`src/rtl/fir_pkg.sv`:
```
`default_nettype none
// ---------------------------------------------------------------------
// fir_pkg : shared width default, load-FSM states and reset pattern
// Rev 1.0
// ---------------------------------------------------------------------
package fir_pkg;

   localparam int DEFAULT_COEFF_WIDTH = 8;

   typedef enum logic [1:0] {
      IDLE = 2'd0,
      LOAD = 2'd1,
      FULL = 2'd2
   } load_state_e;

   // Power-on coefficient for tap idx: a descending ramp TAPS..1.
   function automatic int reset_coeff(input int taps, input int idx);
      return taps - idx;
   endfunction

endpackage
`default_nettype wire

```
`src/rtl/coeff_ram.sv`:
```
`default_nettype none
// ---------------------------------------------------------------------
// coeff_ram : one coefficient bank, sync write, async read, sync init
// Rev 1.0
// ---------------------------------------------------------------------
module coeff_ram
   import fir_pkg::*;
#(
   parameter int COEFF_WIDTH  = DEFAULT_COEFF_WIDTH,
   parameter int TAPS         = 8,
   parameter int ADDR_WIDTH   = $clog2(TAPS),
   parameter bit PATTERN_INIT = 1'b1
) (
   input  logic                   clock,
   input  logic                   init_i,
   input  logic                   we_i,
   input  logic [ADDR_WIDTH-1:0]  waddr_i,
   input  logic [COEFF_WIDTH-1:0] wdata_i,
   input  logic [ADDR_WIDTH-1:0]  raddr_i,
   output logic [COEFF_WIDTH-1:0] rdata_o
);

   logic [COEFF_WIDTH-1:0] mem_q [TAPS];

   always_ff @(posedge clock) begin
      if (init_i) begin
         for (int i = 0; i < TAPS; i++) begin
            mem_q[i] <= PATTERN_INIT ? COEFF_WIDTH'(reset_coeff(TAPS, i)) : '0;
         end
      end else if (we_i && (int'(waddr_i) < TAPS)) begin
         mem_q[waddr_i] <= wdata_i;
      end
   end

   // Addresses beyond the populated taps read as zero.
   always_comb begin
      rdata_o = '0;
      if (int'(raddr_i) < TAPS) begin
         rdata_o = mem_q[raddr_i];
      end
   end

endmodule
`default_nettype wire

```
`src/rtl/coeff_bank.sv`:
```
`default_nettype none
// ---------------------------------------------------------------------
// coeff_bank : double-buffered, reloadable FIR coefficient store
// Rev 1.0
// ---------------------------------------------------------------------
module coeff_bank
   import fir_pkg::*;
#(
   parameter int COEFF_WIDTH = DEFAULT_COEFF_WIDTH,
   parameter int TAPS        = 8,
   parameter int ADDR_WIDTH  = $clog2(TAPS)
) (
   input  logic                   clock,
   input  logic                   reset_n,
   input  logic                   en,
   input  logic [ADDR_WIDTH-1:0]  addr,
   output logic [COEFF_WIDTH-1:0] rom_out,
   input  logic                   ld_valid,
   output logic                   ld_ready,
   input  logic [COEFF_WIDTH-1:0] ld_data,
   input  logic                   ld_last,
   input  logic                   swap_req,
   output logic                   swap_done,
   output logic                   load_err,
   output logic                   active_bank,
   output logic                   shadow_full
);

   load_state_e            state_q;
   logic [ADDR_WIDTH-1:0]  wptr_q;
   logic                   active_bank_q;
   logic                   ld_ready_q;
   logic                   swap_done_q;
   logic                   load_err_q;
   logic                   shadow_full_q;
   logic [COEFF_WIDTH-1:0] rom_out_q;
   logic [COEFF_WIDTH-1:0] rom_out_d;

   logic                   w_accept;
   logic                   w_last_idx;
   logic                   w_init;
   logic [COEFF_WIDTH-1:0] w_rdata0;
   logic [COEFF_WIDTH-1:0] w_rdata1;

   assign w_accept   = ld_valid & ld_ready_q;
   assign w_last_idx = (wptr_q == ADDR_WIDTH'(TAPS - 1));
   assign w_init     = ~reset_n;

   // Loads always land in the bank that is not being read.
   coeff_ram #(
      .COEFF_WIDTH (COEFF_WIDTH),
      .TAPS        (TAPS),
      .ADDR_WIDTH  (ADDR_WIDTH),
      .PATTERN_INIT(1'b1)
   ) u_bank0 (
      .clock  (clock),
      .init_i (w_init),
      .we_i   (w_accept & active_bank_q),
      .waddr_i(wptr_q),
      .wdata_i(ld_data),
      .raddr_i(addr),
      .rdata_o(w_rdata0)
   );

   coeff_ram #(
      .COEFF_WIDTH (COEFF_WIDTH),
      .TAPS        (TAPS),
      .ADDR_WIDTH  (ADDR_WIDTH),
      .PATTERN_INIT(1'b0)
   ) u_bank1 (
      .clock  (clock),
      .init_i (w_init),
      .we_i   (w_accept & ~active_bank_q),
      .waddr_i(wptr_q),
      .wdata_i(ld_data),
      .raddr_i(addr),
      .rdata_o(w_rdata1)
   );

   always_comb begin
      rom_out_d = rom_out_q;
      if (en) begin
         rom_out_d = active_bank_q ? w_rdata1 : w_rdata0;
      end
   end

   always_ff @(posedge clock) begin
      if (!reset_n) begin
         rom_out_q <= '0;
      end else begin
         rom_out_q <= rom_out_d;
      end
   end

   always_ff @(posedge clock) begin
      if (!reset_n) begin
         state_q       <= IDLE;
         wptr_q        <= '0;
         active_bank_q <= 1'b0;
         ld_ready_q    <= 1'b0;
         swap_done_q   <= 1'b0;
         load_err_q    <= 1'b0;
         shadow_full_q <= 1'b0;
      end else begin
         swap_done_q <= 1'b0;
         load_err_q  <= 1'b0;
         case (state_q)
            IDLE: begin
               ld_ready_q <= 1'b1;
               if (w_accept) begin
                  if (ld_last) begin
                     load_err_q <= 1'b1;
                     wptr_q     <= '0;
                  end else begin
                     wptr_q  <= ADDR_WIDTH'(1);
                     state_q <= LOAD;
                  end
               end
            end
            LOAD: begin
               if (w_accept) begin
                  if (w_last_idx) begin
                     state_q       <= FULL;
                     ld_ready_q    <= 1'b0;
                     shadow_full_q <= 1'b1;
                  end else if (ld_last) begin
                     load_err_q <= 1'b1;
                     wptr_q     <= '0;
                     state_q    <= IDLE;
                  end else begin
                     wptr_q <= wptr_q + ADDR_WIDTH'(1);
                  end
               end
            end
            FULL: begin
               // A swap request arriving with the final word was seen in LOAD and dropped.
               if (swap_req) begin
                  active_bank_q <= ~active_bank_q;
                  swap_done_q   <= 1'b1;
                  shadow_full_q <= 1'b0;
                  wptr_q        <= '0;
                  ld_ready_q    <= 1'b1;
                  state_q       <= IDLE;
               end
            end
            default: begin
               state_q <= IDLE;
            end
         endcase
      end
   end

   assign rom_out     = rom_out_q;
   assign ld_ready    = ld_ready_q;
   assign swap_done   = swap_done_q;
   assign load_err    = load_err_q;
   assign active_bank = active_bank_q;
   assign shadow_full = shadow_full_q;

endmodule
`default_nettype wire

```
`config.mk`:
```
export PLATFORM = sky130hd
export DESIGN_NAME = coeff_bank
export DESIGN_NICKNAME = d
export VERILOG_FILES = /design/src/rtl/fir_pkg.sv /design/src/rtl/coeff_ram.sv /design/src/rtl/coeff_bank.sv
export SDC_FILE = /design/constraint.sdc
export NUM_CORES = 1
export LEC_CHECK = 0
export CELL_PAD_IN_SITES_DETAIL_PLACEMENT = 1
export CELL_PAD_IN_SITES_GLOBAL_PLACEMENT = 1
export CORE_MARGIN = 3
export CORE_UTILIZATION = 40
export CTS_BUF_LIST = sky130_fd_sc_hd__clkbuf_4 sky130_fd_sc_hd__clkbuf_8
export CTS_CLUSTER_DIAMETER = 120
export DETAILED_ROUTE_END_ITERATION = 6
export PLACE_DENSITY = 0.7
export SYNTH_ARGS = -nofsm -noshare
export SYNTH_HDL_FRONTEND = slang
export SYNTH_SLANG_ARGS = --single-unit
```
`constraint.sdc`:
```
create_clock -name clock -period 3.8 [get_ports clock]
set_clock_uncertainty 0.2 [all_clocks]
set_input_delay 0.76 -clock clock [delete_from_list [all_inputs] [get_ports clock]]
set_output_delay 0.76 -clock clock [all_outputs]
set_load 0.05 [all_outputs]
```
==> run_results.csv <==
group,metric,value,unit
floorplanning,initial_utilization,0.409,
power,pwr-share-seq,0.546,
timing,tns,0,ns
clocking,cts_max_level,4,
timing,min_period_over_period,0.742,
setup_path,crit_buf_inv,1,
clocking,cts_setup_buffers,0,
setup_path,crit_cells,1,
timing,worst_pin_slew,0.853,ns
setup_path,crit_required,2.84,ns
drt,vias_per_cell,5.29,
worst_hold_path,holdCritPathClass,"register to register",
setup_path,worst-path-max-fanout,7,
logic_synthesis,synthXorXnorAreaFrac,0.00129,
logic_synthesis,async_reset_ff_frac,0,
global_route,grt_max_degree,24,
layout,drive_above_1_share,0.0980,
layout,antenna_cells,0,
global_route,grt_pass1_vias,4562,
global_route,grt.total_usage,0.196,
logic_synthesis,synthMuxAreaShare,0.0986,
logic_synthesis,yosysTopAreaCellShare,0.564,
job,max_cap_violations,0,
timing,min_period,2.82,ns
drt,wl_per_cell,20.9,um
place,dpl.cell_count,782,
power,pwr_density_cell,430,nW/um2
logic_synthesis,synth_common_cells,"edfxtp_1 (128), and2_1 (116), mux2i_1 (66)",
clocking,post_cts_resized,0,
power,combPwrFrac,0.092,
logic_synthesis,syn_nets,568,
drt,drtIter0Drc,269,
clocking,cts.path.max_buffers,2,
timing,setup_viol,0,
logic_synthesis,synth_top_family_by_area,"simple AND/OR/NAND/NOR gates",
floorplanning,fp.dieW,136,um
timing,rsz0062_at_grt,"false",
setup_path,critPathTopFamily,"buffers and inverters",
floorplanning,rows,47,
setup_path,r2r_slack,1.42,ns
timing,whs,0.267,ns
timing,hold_viol,0,
setup_path,worstSetupEndpointType,"output port",
power,power.total,3.34,mW
logic_synthesis,ys.flop_type,"edfxtp_1",
clocking,cts_made_buffers,17,
setup_path,slowest_delay,0.88,ns
global_route,grt.overflow.total,0,
setup_path,rr_startpoint,"ld_ready",
power,power.leakage,2.93,nW
power,p_clk_frac,0.362,
global_route,antenna_found_initial,0,
logic_synthesis,ys_seq_area_frac,0.617,
logic_synthesis,synth.distinct_cells,33,
logic_synthesis,synthSimpleGateAreaFrac,0.191,
clocking,hold_buffers,0,
setup_path,start_kind,"register",
global_route,grt_pass1_wl,26600,um
logic_synthesis,synthAdderAreaFrac,0.0129,
drt,vias,4293,
logic_synthesis,synthTopCellsByArea,"edfxtp_1 (56%), and2_1 (11%), mux2i_1 (9.7%)",
power,switching_power,0.783,mW
drt,drt_wl_total,16900,um
logic_synthesis,synthCells,544,
floorplanning,fp.dieH,136,um
setup_path,crit_start,"active_bank",
power,irDropWorstVdd,0.227,mV
place,gp_congestion,0.809,
logic_synthesis,yosysMostFrequentCell,"edfxtp_1",
logic_synthesis,ys_ff_latch,146,
setup_path,crit_arrival,1.86,ns
setup_path,timing.rr.end,"u_bank1.mem_q[2][7]",
setup_path,cpMaxStageDelayCell,"clkdlybuf4s50_1",
drt,drtAntennaViolNets,0,
timing,maxSlewHeadroom,0.427,
logic_synthesis,yosysTopAreaCell,"edfxtp_1",
place,hpwl,11600,um
logic_synthesis,avgSynthCellArea,12.5,um2
floorplanning,fp.coreArea,16600,um2
timing,worst_slack,0.979,ns
setup_path,crit_type,"register to output port",
setup_path,rr_worst_depth,4,
layout,instances_no_fill,812,
place,dp_slack,0.575,ns
power,switching_share,0.235,
drt,dr.pass1.iters,4,
logic_synthesis,yosysWarningCount,0,
logic_synthesis,synth_edf_count,128,
timing,fmax,354,MHz
setup_path,crit_path_end,"active_bank",
setup_path,cp_cell_sequence,"clkdlybuf4s50_1",
logic_synthesis,synth_compound_area_frac,0.0546,
clocking,clk_latency,0.45,ns
timing,drv_slew,0,
drt,drc_errors,0,
logic_synthesis,netlist_area,6810,um2
floorplanning,io_pins,30,
layout,area_growth,13.9,%
layout,nNetsFinal,605,
clocking,cts_tree,"done",
run_status,status,"finished, final reports clean",
clocking,cts.sinks,146,
place,io_buffers,29,
clocking,clk_pin_slew_worst_paths,0.08,ns
clocking,clock-root-buffer,"clkbuf_8",
power,p_int,2.55,mW
floorplanning,die-area,18600,um2
==> how the worst min path moves through the flow <==
stage | start | end | slack (ns) | cells after the start
after global placement | rom_out[6] | rom_out[6] | 0.25 | 2
final | rom_out[6] | rom_out[6] | 0.27 | 2
after floorplan | wptr_q[1] | wptr_q[1] | 0.27 | 2
after CTS | rom_out[3] | rom_out[3] | 0.27 | 2
after detailed placement | rom_out[3] | rom_out[3] | 0.25 | 2
after global routing | rom_out[1] | rom_out[1] | 0.29 | 2
==> per-stage QoR <==
step	util	cell area [um2]
final	0.466	7760
after CTS	0.466	7760
after detailed placement	0.443	7370
after floorplan	-	6810
after global routing	0.466	7760
after global placement	0.443	7370
==> layer usage <==
metal / global-route usage / part of all wire / vias to the layer above
li1: - / - / 2033
met1: 0.246 / 0.43 / 2163
met2: 0.334 / 0.51 / 78
met3: 0.0463 / 0.037 / 19
met4: 0.0633 / 0.017 / 0
met5: 0 / 0 / -
==> cell families after synthesis <==
group                      count (synthesis)
muxes                                     67
buffers and inverters                     35
AOI/OAI and AO/OA                         58
xor gates and xnor gates                   1
DFF                                      146
adders and majority gates                  7
and+or+nand+nor                          230
==> registers in the layout, summed over array words and instances, names as in the netlist <==
name	count
active_bank	1
ld_ready	1
load_err	1
rom_out	8
shadow_full	1
state_q	2
swap_done	1
u_bank0.mem_q	64
u_bank1.mem_q	64
wptr_q	3
==> cell usage in the layout (no fill, tap or decap), drive strengths merged, types with 7 or more instances in the layout <==
cell type	instances
dfxtp	18
clkbuf	24
a21oi	12
o21ai	16
edfxtp	128
and2	116
nor2	21
nand2	26
or3	12
mux2i	66
clkdlybuf4s50	28
nand3	30
ha	7
nand2b	11
buf	21
a22oi	25
==> power groups by stage <==
stage | clock (mW) | sequential (mW) | combinational (mW)
after global placement | 0 | 1.86 | 0.298
final | 1.21 | 1.82 | 0.306
after CTS | 1.23 | 1.82 | 0.308
after floorplan | 0 | 1.88 | 0.163
after global routing | 1.31 | 1.83 | 0.331
after detailed placement | 0 | 1.86 | 0.308
==> layout make-up <==
type | instances | area (um2)
fill | 1753 | 8880
sequential | 146 | 4200
multi-input combinational | 363 | 2440
timing repair buffer | 49 | 438
clock buffer | 24 | 305
tap | 220 | 275
clock inverter | 6 | 80.1
inverter | 4 | 15.0
No activity file was read; power rests on OpenSTA's default activity.
